### src/rtl/ps2_scancode_decoder_if.sv
// ps2_scancode_decoder_if: byte strobe in, key event FIFO out, sticky status flags.
interface ps2_scancode_decoder_if;
    logic [7:0] code_in;
    logic       code_valid;
    logic [9:0] evt_data;
    logic       evt_valid;
    logic       evt_rd;
    logic       overflow;
    logic       code_err;
    logic       flag_clr;
    modport master (output code_in, code_valid, evt_rd, flag_clr,
                    input  evt_data, evt_valid, overflow, code_err);
    modport slave  (input  code_in, code_valid, evt_rd, flag_clr,
                    output evt_data, evt_valid, overflow, code_err);
endinterface

### src/rtl/ps2_scancode_decoder.sv
// ps2_scancode_decoder: Set 2 scan code sequences to {release, extended, code} events
// buffered in a first-word-fall-through FIFO.
module ps2_scancode_decoder #(
    parameter int FIFO_AW        = 3,
    parameter int TIMEOUT_CYCLES = 32000
) (
    input logic                  clk,
    input logic                  rst,
    ps2_scancode_decoder_if.slave bus
);
    localparam int GW = $clog2(TIMEOUT_CYCLES + 1);
    typedef enum logic [2:0] {IDLE, EXT, BRK, EXTBRK, PAUSE} state_t;
    state_t             state, state_n, eff;
    logic [2:0]         skip, skip_n;
    logic [GW-1:0]      gap;
    logic [7:0]         b;
    logic               timeout, pfx, status, bad, fresh;
    logic               push, err_set;
    logic [9:0]         push_data;
    logic [9:0]         mem [2**FIFO_AW];
    logic [FIFO_AW-1:0] rd_ptr, wr_ptr;
    logic [FIFO_AW:0]   count;
    logic               full, empty, pop, wr, ovf_set;
    assign b       = bus.code_in;
    assign timeout = state != IDLE && gap == GW'(TIMEOUT_CYCLES);
    assign eff     = timeout ? IDLE : state;
    assign pfx     = b == 8'hE0 || b == 8'hF0 || b == 8'hE1;
    assign status  = b == 8'hAA || b == 8'hFA || b == 8'hEE || b == 8'hFE;
    assign bad     = b == 8'h00 || b == 8'hFF;
    // A stray prefix mid-sequence abandons it and starts over as if in IDLE.
    assign fresh   = eff == IDLE || (pfx && eff != PAUSE && !(eff == EXT && b == 8'hF0));
    always_comb begin
        state_n   = state;
        skip_n    = skip;
        push      = 1'b0;
        push_data = {2'b00, b};
        err_set   = 1'b0;
        if (bus.code_valid) begin
            if (fresh) begin
                state_n = b == 8'hE0 ? EXT : b == 8'hF0 ? BRK : b == 8'hE1 ? PAUSE : IDLE;
                skip_n  = b == 8'hE1 ? 3'd7 : skip;
                err_set = bad;
                push    = !pfx && !status && !bad;
            end else if (eff == PAUSE) begin
                skip_n    = skip - 3'd1;
                push      = skip == 3'd1;
                push_data = {2'b01, 8'hE1};
                state_n   = skip == 3'd1 ? IDLE : PAUSE;
            end else if (eff == EXT && b == 8'hF0) begin
                state_n = EXTBRK;
            end else begin
                state_n   = IDLE;
                push      = !(b == 8'h12 && eff != BRK);
                push_data = {eff != EXT, eff != BRK, b};
            end
        end else if (timeout) begin
            state_n = IDLE;
        end
    end
    always_ff @(posedge clk or posedge rst) begin
        if (rst) begin
            state <= IDLE;
            skip  <= '0;
            gap   <= '0;
        end else begin
            state <= state_n;
            skip  <= skip_n;
            gap   <= (bus.code_valid || eff == IDLE) ? '0 : gap + GW'(1);
        end
    end
    assign full    = count[FIFO_AW];
    assign empty   = count == '0;
    assign pop     = bus.evt_rd && !empty;
    assign wr      = push && (!full || pop);
    assign ovf_set = push && full && !pop;
    always_ff @(posedge clk or posedge rst) begin
        if (rst) begin
            mem          <= '{default: '0};
            rd_ptr       <= '0;
            wr_ptr       <= '0;
            count        <= '0;
            bus.overflow <= 1'b0;
            bus.code_err <= 1'b0;
        end else begin
            if (wr) mem[wr_ptr] <= push_data;
            wr_ptr       <= wr_ptr + FIFO_AW'(wr);
            rd_ptr       <= rd_ptr + FIFO_AW'(pop);
            count        <= count + (FIFO_AW+1)'(wr) - (FIFO_AW+1)'(pop);
            bus.overflow <= ovf_set || (bus.overflow && !bus.flag_clr);
            bus.code_err <= err_set || (bus.code_err && !bus.flag_clr);
        end
    end
    assign bus.evt_valid = !empty;
    assign bus.evt_data  = mem[rd_ptr];
endmodule

### src/flat_wrapper.sv
// flat-port wrapper written by rule: the top's interface ports become plain ports
module ps2_scancode_decoder_flat 
#(
    parameter int FIFO_AW        = 3,
    parameter int TIMEOUT_CYCLES = 32000
)
  (clk, rst, bus_code_in, bus_code_valid, bus_evt_rd, bus_flag_clr, bus_evt_data, bus_evt_valid, bus_overflow, bus_code_err);
  ps2_scancode_decoder_if bus_i ();
  input logic clk;
  input logic rst;
  input wire logic [$bits(bus_i.code_in)-1:0] bus_code_in;
  input wire logic [$bits(bus_i.code_valid)-1:0] bus_code_valid;
  input wire logic [$bits(bus_i.evt_rd)-1:0] bus_evt_rd;
  input wire logic [$bits(bus_i.flag_clr)-1:0] bus_flag_clr;
  output wire logic [$bits(bus_i.evt_data)-1:0] bus_evt_data;
  output wire logic [$bits(bus_i.evt_valid)-1:0] bus_evt_valid;
  output wire logic [$bits(bus_i.overflow)-1:0] bus_overflow;
  output wire logic [$bits(bus_i.code_err)-1:0] bus_code_err;
  assign bus_i.code_in = bus_code_in;
  assign bus_i.code_valid = bus_code_valid;
  assign bus_i.evt_rd = bus_evt_rd;
  assign bus_i.flag_clr = bus_flag_clr;
  assign bus_evt_data = bus_i.evt_data;
  assign bus_evt_valid = bus_i.evt_valid;
  assign bus_overflow = bus_i.overflow;
  assign bus_code_err = bus_i.code_err;
  ps2_scancode_decoder #(.FIFO_AW(FIFO_AW), .TIMEOUT_CYCLES(TIMEOUT_CYCLES)) u_core (.clk(clk), .rst(rst), .bus(bus_i));
endmodule
### config.mk
export PLATFORM = sky130hd
export DESIGN_NAME = ps2_scancode_decoder_flat
export DESIGN_NICKNAME = d
export VERILOG_FILES = /design/src/rtl/ps2_scancode_decoder_if.sv /design/src/rtl/ps2_scancode_decoder.sv /design/src/flat_wrapper.sv
export SDC_FILE = /design/constraint.sdc
export NUM_CORES = 1
export LEC_CHECK = 0
export ABC_AREA = 1
export CORE_MARGIN = 2
export CORE_UTILIZATION = 60
export DETAILED_ROUTE_END_ITERATION = 10
export PLACE_DENSITY = 0.89
export RECOVER_POWER = 50
export SYNTH_ARGS = -nofsm -noshare
export SYNTH_HDL_FRONTEND = slang
export SYNTH_SLANG_ARGS = --single-unit
### constraint.sdc
create_clock -name clk -period 6 [get_ports clk]
set_input_delay 0.9 -clock clk [delete_from_list [all_inputs] [get_ports clk]]
set_output_delay 0.9 -clock clk [all_outputs]
set_load 0.02 [all_outputs]
==> metrics.md <==
| Metric | Value |
|---|---|
| Status | `finished, violations left` |
| Violated checks | `max-capacitance violations, max-slew violations` |
| Worst hold margin | `0.477 ns` |
| Std cell rows | `37` |
| Sequential cell area fraction in the yosys report | `45.2%` |
| Slowest Stage Delay on Critical Path | `0.85 ns` |
| Top-area cell type share of the netlist area | `45.2%` |
| DRC | `0` |
| Most area-hungry cell type in the Yosys netlist | `sky130_fd_sc_hd__dfrtp_1` |
| Area contributors post-synth | `sky130_fd_sc_hd__dfrtp_1 (45%), sky130_fd_sc_hd__nand2_1 (12%), sky130_fd_sc_hd__nand4_1 (8.5%)` |
| Number of H-tree levels | `4` |
| Detail-routed via count per cell | `6.42` |
| Total CTS buffers | `17` |
| Worst Path Buf+Inv | `2` |
| Synthesized cell area | `6260 sq um` |
| Later-pin clock latency in the skew report | `0.53 ns` |
| Final hold violation count | `0` |
| Post-Syn Nets | `788` |
| Die extent in y | `106 um` |
| Mapped Avg Cell Area | `8.22 sq um` |
| Buffer cell driving the clock tree root | `sky130_fd_sc_hd__clkbuf_8` |
| Setup TNS | `0 ns` |
| Yosys warns | `0` |
| Max transition margin | `-133%` |
| Die Outline Area | `11300 sq um` |
| Max Fanout on Critical Path | `40` |
| Highest-count cells in the layout ignoring fill and taps | `sky130_fd_sc_hd__nand2_1 (198), sky130_fd_sc_hd__dfrtp_1 (113), sky130_fd_sc_hd__nor2_1 (102)` |
| Setup crit end kind | `output pin` |
| Overflow after GRT | `0` |
| Initial core utilization | `61.1%` |
| Cell breakdown of the critical path | `inv_1, o21ai_0, o22ai_1, nor2_1, a31oi_1, clkdlybuf4s50_1` |
| Share of cells above drive strength 1 | `9.71%` |
| Number of detailed-routing iterations run before antenna repair | `6` |
| Die X | `106 um` |
| Clock tree skew after final layout | `0.00961 ns` |
| Setup violation total in the final timing report | `0` |
| Power density over the cells | `534 nW/um^2` |
| Fillers | `715` |
| Final layout net count | `797` |
| Commonest non-fill, non-tap cell in the layout | `sky130_fd_sc_hd__nand2_1` |
| Reg2Reg Capture Point | `u_core.count[2]` |
| Post-synth EDFFs | `0` |
| DR iter-0 viols | `941` |
| Vias post-DR | `5896` |
| Number of global-route vias before repair | `5761` |
| Worst Hold Class | `reg2reg` |
| CTS-repair resized insts | `0` |
| Clock slew at the register clock pins of the worst setup and hold paths | `0.06 ns` |
| Highest attainable clock frequency | `243 MHz` |
| Synthesized instance count | `761` |
| Final HPWL from detailed placement | `10200 um` |
| Reg-to-reg slack, setup | `3.03 ns` |
| Hold buffer count at CTS | `0` |
| Final period demand of the worst path | `4.11 ns` |
| Destination of the worst hold path | `u_core.mem[67]` |
| Kind of launch point of the worst setup path | `register` |
| Post-CTS Setup Repair Bufs | `0` |
| Global Route Usage Sum | `31.7%` |
| Antenna-violating nets left | `0` |
| Worst-case vdd ir drop | `442 uV` |
| Startpoint of the lowest-slack hold path | `u_core.mem[67]` |
| Most used DFF post-synth | `sky130_fd_sc_hd__dfrtp_1` |
| Data required time at the worst endpoint | `5.10 ns` |
| Async set or reset register ratio after synthesis | `100%` |
| Final estimated routing congestion in global placement | `0.887` |
| Top Family by Delay on Critical Path | `buffers and inverters` |
| Worst endpoint data arrival time | `3.21 ns` |
| Avg WL per Cell | `18.3 um` |
| Final WL | `16800 um` |
| Number of diodes | `0` |
| Worst hold stages | `2` |
| Critical path class | `reg2out` |
| Pins Over Slew Limit | `81` |
| Number of port buffers | `25` |
| Buffer levels on the longest clock path | `2` |
| Final period util | `68.5%` |
| Max Cap Viol | `1` |
| Number of different library cells in the post-synthesis netlist | `40` |
| Worst slew pin tran | `3.48 ns` |
| Total number of clock tree sinks | `113` |
| Standby leakage power | `0.00339 uW` |
| Growth of design area from synthesis to finish | `13.2%` |
| Flop and latch count out of synthesis | `113` |
| Maximum number of pins on one net before global-route repair | `81` |
| Global-route wire length before repair | `28100 um` |
| R2R cell count | `16` |
| TritonCTS clock tree | `yes` |
| Io pins | `26` |
| Worst flop-to-flop path startpoint | `u_core.gap[0]` |
| Initial antenna violation count | `0` |
| Setup repair after global routing missed its margin | `false` |
| Master of the slowest instance on the critical path | `sky130_fd_sc_hd__inv_1` |
| Core region area | `10200 sq um` |
-- metal layers --
| layer | global-route usage (%) | vias to the layer above | wire length, um |
|---|---|---|---|
| met5 | 0 | - | 0 |
| met4 | 18.0 | 0 | 905 |
| met3 | 8.71 | 97 | 1880 |
| met2 | 48.8 | 429 | 7760 |
| met1 | 40.7 | 2777 | 6260 |
| li1 | - | 2593 | - |
-- registers in the layout (all words and copies together), names as in the netlist --
register             cells
u_core.mem              80
u_core.bus.code_err      1
u_core.bus.overflow      1
u_core.state             3
u_core.rd_ptr            3
u_core.count             4
u_core.wr_ptr            3
u_core.skip              3
u_core.gap              15
-- worst max path at each step --
stage,slack (ns),from,endpoint,cells after the start
after floorplan,2.11,rst,u_core.bus.code_err,1
after CTS,1.97,u_core.rd_ptr[0],bus_evt_data[6],6
final,1.89,u_core.rd_ptr[0],bus_evt_data[6],6
after detailed placement,2.28,bus_code_in[2],u_core.count[2],16
after global routing,1.78,u_core.rd_ptr[0],bus_evt_data[7],6
after global placement,2.44,bus_code_in[2],u_core.count[1],16
-- synthesized netlist by cell type, types with 8 or more instances --
library cell               number
sky130_fd_sc_hd__nand2_1      198
sky130_fd_sc_hd__dfrtp_1      113
sky130_fd_sc_hd__nor2_1       102
sky130_fd_sc_hd__nand4_1       85
sky130_fd_sc_hd__inv_1         52
sky130_fd_sc_hd__o21ai_0       42
sky130_fd_sc_hd__clkbuf_1      25
sky130_fd_sc_hd__nor3_1        18
sky130_fd_sc_hd__nand3_1       14
sky130_fd_sc_hd__ha_1          13
sky130_fd_sc_hd__o22ai_1       12
sky130_fd_sc_hd__a21oi_1       10
sky130_fd_sc_hd__a31oi_1       10
sky130_fd_sc_hd__nand4_4       10
sky130_fd_sc_hd__buf_8          8
-- kinds of logic (layout without fill, tap and decap cells) --
kind of cell	after synthesis	in the layout	synth area share [%]
AO/OA/AOI/OAI	80	80	7.10
XOR/XNOR	8	8	1.12
adder cells (fa/ha/maj)	14	14	2.92
buffers and inverters	96	118	7.78
flip-flops	113	113	45.2
AND/OR/NAND/NOR	450	450	35.9
-- worst reg2reg max path, cell delays in order (launching register included) --
cell,delay [ns]
sky130_fd_sc_hd__dfrtp_1,0.40
sky130_fd_sc_hd__inv_1,0.07
sky130_fd_sc_hd__ha_1,0.15
sky130_fd_sc_hd__nand2_1,0.07
sky130_fd_sc_hd__nor2_2,0.22
sky130_fd_sc_hd__nand2_4,0.12
sky130_fd_sc_hd__nand4_4,0.12
sky130_fd_sc_hd__nor2_1,0.05
sky130_fd_sc_hd__nor2_1,0.18
sky130_fd_sc_hd__nand2_2,0.15
sky130_fd_sc_hd__inv_4,0.22
sky130_fd_sc_hd__nand2_1,0.13
sky130_fd_sc_hd__a21oi_1,0.21
sky130_fd_sc_hd__ha_1,0.21
sky130_fd_sc_hd__inv_1,0.06
sky130_fd_sc_hd__fa_1,0.37
sky130_fd_sc_hd__xnor2_1,0.14
-- metrics by stage --
stage / area [sq um] / total power [uW] / worst slack (ns) / utilization (%) / std cells
floorplan: 6260 / 2200 / 2.11 / - / 761
global placement: 6490 / 2610 / 2.44 / 63.4 / 887
detailed placement: 6490 / 2690 / 2.28 / 63.4 / 887
CTS: 7090 / 3740 / 1.97 / 69.3 / 919
global route: 7080 / 3970 / 1.78 / 69.2 / 919
finish: 7080 / 3780 / 1.89 / 69.2 / 919
-- power breakdown --
part           internal, uW  switching, uW
Sequential             1040            181
Clock                   654            367
Combinational           525           1010
-- area by class of cell --
type                    count  area (sq um)  share of cell area [%]
multi-input cells         552          2970                    42.0
inverters                  54           214                    3.02
flip-flops and latches    113          2830                    39.9
well taps                 136           170                    2.40
clock inverters            13           159                    2.24
repair buffers             32           299                    4.22
clock buffers              19           442                    6.24
Power figures use the tool's default switching activity.
